--- src/rtl/dmem_arbiter_pkg.sv ---
// Shared widths, port indices and response-slot record for the data-memory arbiter.
`ifndef XLEN
`define XLEN 32
`endif
`ifndef DATA_MEM_ADDR_WIDTH
`define DATA_MEM_ADDR_WIDTH 12
`endif

package dmem_arbiter_pkg;

  localparam int BYTE_LANES = 4;

  typedef enum logic {
    PORT_CPU = 1'b0,
    PORT_DMA = 1'b1
  } port_e;

  typedef struct packed {
    logic  valid;
    port_e owner;
    logic  is_read;
  } rsp_slot_t;

  // An all-zero byte-enable mask is a read.
  function automatic logic is_read_op(input logic [BYTE_LANES-1:0] we);
    return (we == '0);
  endfunction

endpackage

--- src/rtl/dmem_arbiter_if.sv ---
// Request/response bundle for both requesters plus the single-port memory side.
interface dmem_arbiter_if #(
  parameter int ADDR_W = `DATA_MEM_ADDR_WIDTH,
  parameter int XLEN_W = `XLEN
);
  localparam int WE_W = dmem_arbiter_pkg::BYTE_LANES;

  logic              p0_req_valid;
  logic              p0_req_ready;
  logic [ADDR_W-1:0] p0_addr;
  logic [XLEN_W-1:0] p0_wdata;
  logic [WE_W-1:0]   p0_we;
  logic              p0_rsp_valid;
  logic [XLEN_W-1:0] p0_rdata;

  logic              p1_req_valid;
  logic              p1_req_ready;
  logic [ADDR_W-1:0] p1_addr;
  logic [XLEN_W-1:0] p1_wdata;
  logic [WE_W-1:0]   p1_we;
  logic              p1_rsp_valid;
  logic [XLEN_W-1:0] p1_rdata;

  logic [ADDR_W-1:0] mem_adra;
  logic [XLEN_W-1:0] mem_dina;
  logic [WE_W-1:0]   mem_wea;
  logic [XLEN_W-1:0] mem_douta;

  modport slave (
    input  p0_req_valid, p0_addr, p0_wdata, p0_we,
    output p0_req_ready, p0_rsp_valid, p0_rdata,
    input  p1_req_valid, p1_addr, p1_wdata, p1_we,
    output p1_req_ready, p1_rsp_valid, p1_rdata,
    output mem_adra, mem_dina, mem_wea,
    input  mem_douta
  );

  modport master (
    output p0_req_valid, p0_addr, p0_wdata, p0_we,
    input  p0_req_ready, p0_rsp_valid, p0_rdata,
    output p1_req_valid, p1_addr, p1_wdata, p1_we,
    input  p1_req_ready, p1_rsp_valid, p1_rdata,
    input  mem_adra, mem_dina, mem_wea,
    output mem_douta
  );

endinterface

--- src/rtl/dmem_arb_grant.sv ---
// Two-port grant: fixed p0 priority with p1 starvation override, or round-robin when
// DMEM_ARB_RR_EN is defined. Grants are combinational; nothing is granted on the first edge after reset.
module dmem_arb_grant
  import dmem_arbiter_pkg::*;
#(
  parameter int STARVE_MAX = 4
) (
  input  logic clk,
  input  logic reset_n,
  input  logic req0,
  input  logic req1,
  output logic gnt0,
  output logic gnt1
);

  logic armed;
  logic pick1;
  logic contended;

  assign contended = req0 && req1;

  // Holds off arbitration for one edge after reset release.
  always_ff @(posedge clk or negedge reset_n) begin
    if (!reset_n) armed <= 1'b0;
    else          armed <= 1'b1;
  end

`ifdef DMEM_ARB_RR_EN
  port_e ptr;

  assign pick1 = (ptr == PORT_DMA);

  always_ff @(posedge clk or negedge reset_n) begin
    if (!reset_n) begin
      ptr <= PORT_CPU;
    end else if (armed && contended) begin
      ptr <= (ptr == PORT_CPU) ? PORT_DMA : PORT_CPU;
    end
  end
`else
  localparam int CNT_W = (STARVE_MAX < 1) ? 1 : $clog2(STARVE_MAX + 1);
  localparam logic [CNT_W-1:0] CNT_MAX = CNT_W'(STARVE_MAX);

  logic [CNT_W-1:0] starve;

  assign pick1 = (starve == CNT_MAX);

  always_ff @(posedge clk or negedge reset_n) begin
    if (!reset_n) begin
      starve <= '0;
    end else if (!req1 || gnt1) begin
      starve <= '0;
    end else if (armed && (starve != CNT_MAX)) begin
      starve <= starve + 1'b1;
    end
  end
`endif

  always_comb begin
    gnt0 = 1'b0;
    gnt1 = 1'b0;
    if (armed) begin
      if (contended) begin
        gnt1 = pick1;
        gnt0 = !pick1;
      end else begin
        gnt0 = req0;
        gnt1 = req1;
      end
    end
  end

endmodule

--- src/rtl/dmem_arbiter.sv ---
// Shares one single-port data memory between CPU (p0) and loader/DMA (p1); response one cycle
// after acceptance, full throughput. Arbitration mode selected by DMEM_ARB_RR_EN (see dmem_arb_grant).
module dmem_arbiter
  import dmem_arbiter_pkg::*;
#(
  parameter int ADDR_W     = `DATA_MEM_ADDR_WIDTH,
  parameter int XLEN_W     = `XLEN,
  parameter int STARVE_MAX = 4
) (
  input  logic           clk,
  input  logic           reset_n,
  dmem_arbiter_if.slave  bus
);

  logic                  gnt0;
  logic                  gnt1;
  logic [ADDR_W-1:0]     adr_sel;
  logic [XLEN_W-1:0]     din_sel;
  logic [BYTE_LANES-1:0] we_sel;
  rsp_slot_t             slot;
  logic                  rsp0;
  logic                  rsp1;

  dmem_arb_grant #(
    .STARVE_MAX (STARVE_MAX)
  ) u_grant (
    .clk     (clk),
    .reset_n (reset_n),
    .req0    (bus.p0_req_valid),
    .req1    (bus.p1_req_valid),
    .gnt0    (gnt0),
    .gnt1    (gnt1)
  );

  assign bus.p0_req_ready = gnt0;
  assign bus.p1_req_ready = gnt1;

  always_comb begin
    adr_sel = '0;
    din_sel = '0;
    we_sel  = '0;
    if (gnt0) begin
      adr_sel = bus.p0_addr;
      din_sel = bus.p0_wdata;
      we_sel  = bus.p0_we;
    end else if (gnt1) begin
      adr_sel = bus.p1_addr;
      din_sel = bus.p1_wdata;
      we_sel  = bus.p1_we;
    end
  end

  assign bus.mem_adra = adr_sel;
  assign bus.mem_dina = din_sel;
  assign bus.mem_wea  = we_sel;

  // The memory read lands one cycle later; the slot remembers whose it is.
  always_ff @(posedge clk or negedge reset_n) begin
    if (!reset_n) begin
      slot <= '0;
    end else begin
      slot.valid   <= gnt0 || gnt1;
      slot.owner   <= gnt1 ? PORT_DMA : PORT_CPU;
      slot.is_read <= is_read_op(we_sel);
    end
  end

  assign rsp0 = slot.valid && (slot.owner == PORT_CPU);
  assign rsp1 = slot.valid && (slot.owner == PORT_DMA);

  assign bus.p0_rsp_valid = rsp0;
  assign bus.p1_rsp_valid = rsp1;
  assign bus.p0_rdata     = (rsp0 && slot.is_read) ? bus.mem_douta : '0;
  assign bus.p1_rdata     = (rsp1 && slot.is_read) ? bus.mem_douta : '0;

endmodule

--- src/flat_wrapper.sv ---
// flat-port wrapper written by rule: the top's interface ports become plain ports
module dmem_arbiter_flat import dmem_arbiter_pkg::*;
#(
  parameter int ADDR_W     = `DATA_MEM_ADDR_WIDTH,
  parameter int XLEN_W     = `XLEN,
  parameter int STARVE_MAX = 4
)
  (clk, reset_n, bus_p0_req_valid, bus_p0_addr, bus_p0_wdata, bus_p0_we, bus_p0_req_ready, bus_p0_rsp_valid, bus_p0_rdata, bus_p1_req_valid, bus_p1_addr, bus_p1_wdata, bus_p1_we, bus_p1_req_ready, bus_p1_rsp_valid, bus_p1_rdata, bus_mem_adra, bus_mem_dina, bus_mem_wea, bus_mem_douta);
  dmem_arbiter_if #(.ADDR_W(ADDR_W), .XLEN_W(XLEN_W)) bus_i ();
  input  logic clk;
  input  logic reset_n;
  input wire logic [$bits(bus_i.p0_req_valid)-1:0] bus_p0_req_valid;
  input wire logic [$bits(bus_i.p0_addr)-1:0] bus_p0_addr;
  input wire logic [$bits(bus_i.p0_wdata)-1:0] bus_p0_wdata;
  input wire logic [$bits(bus_i.p0_we)-1:0] bus_p0_we;
  output wire logic [$bits(bus_i.p0_req_ready)-1:0] bus_p0_req_ready;
  output wire logic [$bits(bus_i.p0_rsp_valid)-1:0] bus_p0_rsp_valid;
  output wire logic [$bits(bus_i.p0_rdata)-1:0] bus_p0_rdata;
  input wire logic [$bits(bus_i.p1_req_valid)-1:0] bus_p1_req_valid;
  input wire logic [$bits(bus_i.p1_addr)-1:0] bus_p1_addr;
  input wire logic [$bits(bus_i.p1_wdata)-1:0] bus_p1_wdata;
  input wire logic [$bits(bus_i.p1_we)-1:0] bus_p1_we;
  output wire logic [$bits(bus_i.p1_req_ready)-1:0] bus_p1_req_ready;
  output wire logic [$bits(bus_i.p1_rsp_valid)-1:0] bus_p1_rsp_valid;
  output wire logic [$bits(bus_i.p1_rdata)-1:0] bus_p1_rdata;
  output wire logic [$bits(bus_i.mem_adra)-1:0] bus_mem_adra;
  output wire logic [$bits(bus_i.mem_dina)-1:0] bus_mem_dina;
  output wire logic [$bits(bus_i.mem_wea)-1:0] bus_mem_wea;
  input wire logic [$bits(bus_i.mem_douta)-1:0] bus_mem_douta;
  assign bus_i.p0_req_valid = bus_p0_req_valid;
  assign bus_i.p0_addr = bus_p0_addr;
  assign bus_i.p0_wdata = bus_p0_wdata;
  assign bus_i.p0_we = bus_p0_we;
  assign bus_p0_req_ready = bus_i.p0_req_ready;
  assign bus_p0_rsp_valid = bus_i.p0_rsp_valid;
  assign bus_p0_rdata = bus_i.p0_rdata;
  assign bus_i.p1_req_valid = bus_p1_req_valid;
  assign bus_i.p1_addr = bus_p1_addr;
  assign bus_i.p1_wdata = bus_p1_wdata;
  assign bus_i.p1_we = bus_p1_we;
  assign bus_p1_req_ready = bus_i.p1_req_ready;
  assign bus_p1_rsp_valid = bus_i.p1_rsp_valid;
  assign bus_p1_rdata = bus_i.p1_rdata;
  assign bus_mem_adra = bus_i.mem_adra;
  assign bus_mem_dina = bus_i.mem_dina;
  assign bus_mem_wea = bus_i.mem_wea;
  assign bus_i.mem_douta = bus_mem_douta;
  dmem_arbiter #(.ADDR_W(ADDR_W), .XLEN_W(XLEN_W), .STARVE_MAX(STARVE_MAX)) u_core (.clk(clk), .reset_n(reset_n), .bus(bus_i));
endmodule
--- config.mk ---
export PLATFORM = sky130hd
export DESIGN_NAME = dmem_arbiter_flat
export DESIGN_NICKNAME = d
export VERILOG_FILES = /design/src/rtl/dmem_arbiter_pkg.sv /design/src/rtl/dmem_arbiter_if.sv /design/src/rtl/dmem_arb_grant.sv /design/src/rtl/dmem_arbiter.sv /design/src/flat_wrapper.sv
export SDC_FILE = /design/constraint.sdc
export NUM_CORES = 1
export LEC_CHECK = 0
export ABC_AREA = 1
export CAP_MARGIN = 15
export CORE_AREA = 2 2 97 99
export CTS_BUF_LIST = sky130_fd_sc_hd__clkbuf_8
export CTS_CLUSTER_SIZE = 30
export DETAILED_ROUTE_END_ITERATION = 8
export DIE_AREA = 0 0 99 101
export PLACE_DENSITY = 0.61
export SYNTH_ARGS = -nofsm -noshare
export SYNTH_HDL_FRONTEND = slang
export SYNTH_SLANG_ARGS = --single-unit
--- constraint.sdc ---
create_clock -name clk -period 3.4 [get_ports clk]
set_input_delay 0.51 -clock clk [delete_from_list [all_inputs] [get_ports clk]]
set_output_delay 0.51 -clock clk [all_outputs]
set_load 0.01 [all_outputs]
==> metrics.csv <==
metric,value,unit
outcome,"finished, final reports clean",
max incr delay on CP,550,ps
fin. max-slew vios,0,
Die Area,10000,µm²
H-tree depth,1,
Rel. slew slack,33.0,%
PwrDens,154,nW/µm²
"FF+latch count, synth",7,
share of layout cells above drive strength 1,1.85,%
Final GP Congestion,0.780,
Fin Clk Skew,3.30,ps
CP arrival,2400,ps
"delay-heaviest family, CP",buffers and inverters,
f_max,344,MHz
"Hold Violations, Final",0,
Max Cap Violations,0,
minimum clock period,2910,ps
ant diodes,0,
clock tree buffer depth,2,
Tcrit/Tclk final,85.6,%
worst skew pair latency,230,ps
WP depth,8,
GR Overflow Total,0,
clock tree root buffer cell,clkbuf_8,
Finished Layout Cells,651,
Sink Count,7,
CTS buffer count,3,
Vias,2630,
post-synthesis to final-layout area growth,181,%
crit path max fanout,45,
DR iter-0 viols,54,
ANT nets after route,0,
Post-Syn Area,1410,µm²
CP cell instances,clkdlybuf4s50_1 > nand2_1 > clkinv_1 > nand2_2 > inv_4 > nand2_1 > nand2_1 > clkdlybuf4s50_1,
RR Endpoint,u_core.slot[0],
die width,99,µm
largest net degree at the start of global routing,47,
crit path buf inv count,4,
CTS tree,done,
dpl hpwl,6860,µm
Final setup viols,0,
Syn. warnings,0,
simple-gate share of the synthesized area,63.0,%
DR WL/cell,12.2,µm
drt drc,0,
drt first pass iters,7,
Mapped Cells,302,
Buffers on Ports,247,
"most common cell after layout, fill and taps aside",clkdlybuf4s50_1,
Die Height,101,µm
post-synth cell types,17,
# resized after CTS,0,
Max VDD drop,0.0721,mV
worst path required time,2890,ps
post-synthesis xor/xnor area fraction,0.622,%
Core Rows,35,
most frequent cells in the layout,"clkdlybuf4s50_1 (247), nand2_1 (150), nor2_1 (68)",
Routed Wire Length,7950,µm
vias per cell,4.04,
global-route wire length before repair,11500,µm
Starting Density,15.7,%
post-CTS setup buffers,0,
worst r2r src,u_core.u_grant.starve[0],
Worst Reg-to-Reg Cells,8,
initial antenna violation count,0,
mux cell area share after synthesis,0,%
sum of negative setup slack,0,ps
P_leak,1.88,nW
post-synthesis compound-gate area fraction,0.711,%
num ports,248,
crit path kind,primary input to output pin,
Total Routing Usage GR,14.0,%
Synthesized Nets,436,
cts hold-fix bufs,0,
Critical Path Source Type,primary input,
vias in the first global route,2471,
synthesized area per cell,4.66,µm²
Worst Tran Pin Value,1000,ps
largest family of logic cells by synthesized area,simple AND/OR/NAND/NOR gates,
Worst setup EP type,output pin,
most frequent CP cell,nand2_1,
Hold Path Class,primary input to asynchronous set/reset pin,
placed cell count,647,
clk slew on worst S/H paths,40,ps
crit path launch,bus_p0_req_valid,
"Seq/Total Area, Yosys",12.4,%
nets,675,
core area,8980,µm²
post-synthesis adder-cell area fraction,1.78,%
"slowest stage cell, crit path",clkdlybuf4s50_1,
unrepaired setup endpoints after global routing,no,
slack of the worst reg-to-reg path,2070,ps
Worst setup endpoint,bus_mem_adra[1],
## state kept, by name (all words and copies together), names as in the netlist
signal                 count
u_core.u_grant.armed       1
u_core.slot                3
u_core.u_grant.starve      3
## cells by family (layout without fill, tap and decap cells)
family / after synthesis / count (layout)
AND/OR/NAND/NOR: 230 / 230
buffers and inverters: 59 / 297
flip-flops: 7 / 7
adder cells (fa/ha/maj): 2 / 2
AO/OA/AOI/OAI: 2 / 2
other: 1 / 1
XOR/XNOR: 1 / 1
## synthesized netlist by cell type (all sizes together)
cell,n,area (µm²)
o21ai,2,10.0
xor2,1,8.76
clkinv,2,8.75
ha,2,25.0
nand3,9,45.0
inv,43,169
buf,14,120
dfrtp,7,175
nand2,153,587
conb,1,3.75
nor2,68,255
## layout make-up
cell class / instances / area [µm²]
clock inverters: 1 / 3.75
inverters: 45 / 178
well taps: 111 / 139
multi-input cells: 236 / 935
clock buffers: 3 / 41.3
repair buffers: 248 / 2480
fillers: 962 / 5030
flip-flops and latches: 7 / 175
## worst reg2reg max path, cell delays in order, from the launching register on
cell	delay (ps)
dfrtp_1	370
inv_1	90
ha_1	170
nand3_1	180
nand3_1	120
nand2_1	80
inv_1	60
nand2_1	40
nor2_1	130
## through the flow
stage               hold WS, ps  setup WS (ps)  total power [mW]  cell area [µm²]  util [%]
floorplan                   214           1690             0.219             1410         -
global placement            544            508             0.500             3910      43.5
detailed placement          545            481             0.502             3910      43.5
CTS                         537            479             0.619             3950      44.0
global route                556            342             0.654             3950      44.0
finish                      531            491             0.610             3950      44.0
## worst min path at each step
stage,startpoint,end,slack [ps]
after floorplan,reset_n,u_core.slot[0],210
after detailed placement,u_core.u_grant.armed,u_core.slot[2],550
final,reset_n,u_core.slot[1],530
after CTS,reset_n,u_core.slot[1],540
after global routing,reset_n,u_core.slot[1],560
after global placement,u_core.u_grant.armed,u_core.slot[2],540
## layer usage
| metal | vias to the layer above | GRT usage [%] | part of all wire, % |
|---|---|---|---|
| met1 | 1127 | 14.1 | 35 |
| met5 | - | 0 | 0 |
| met4 | 0 | 3.16 | 1.4 |
| met3 | 8 | 4.58 | 10 |
| li1 | 1333 | - | - |
| met2 | 162 | 27.7 | 53 |
## power by group
| part | internal [mW] | total (mW) | leakage, nW | switching (mW) |
|---|---|---|---|---|
| registers | 0.0883 | 0.0907 | 0.0902 | 0.00240 |
| clock network | 0.0779 | 0.113 | 0.0269 | 0.0346 |
| logic | 0.256 | 0.406 | 1.76 | 0.151 |
(Power assumes the default switching activity.)
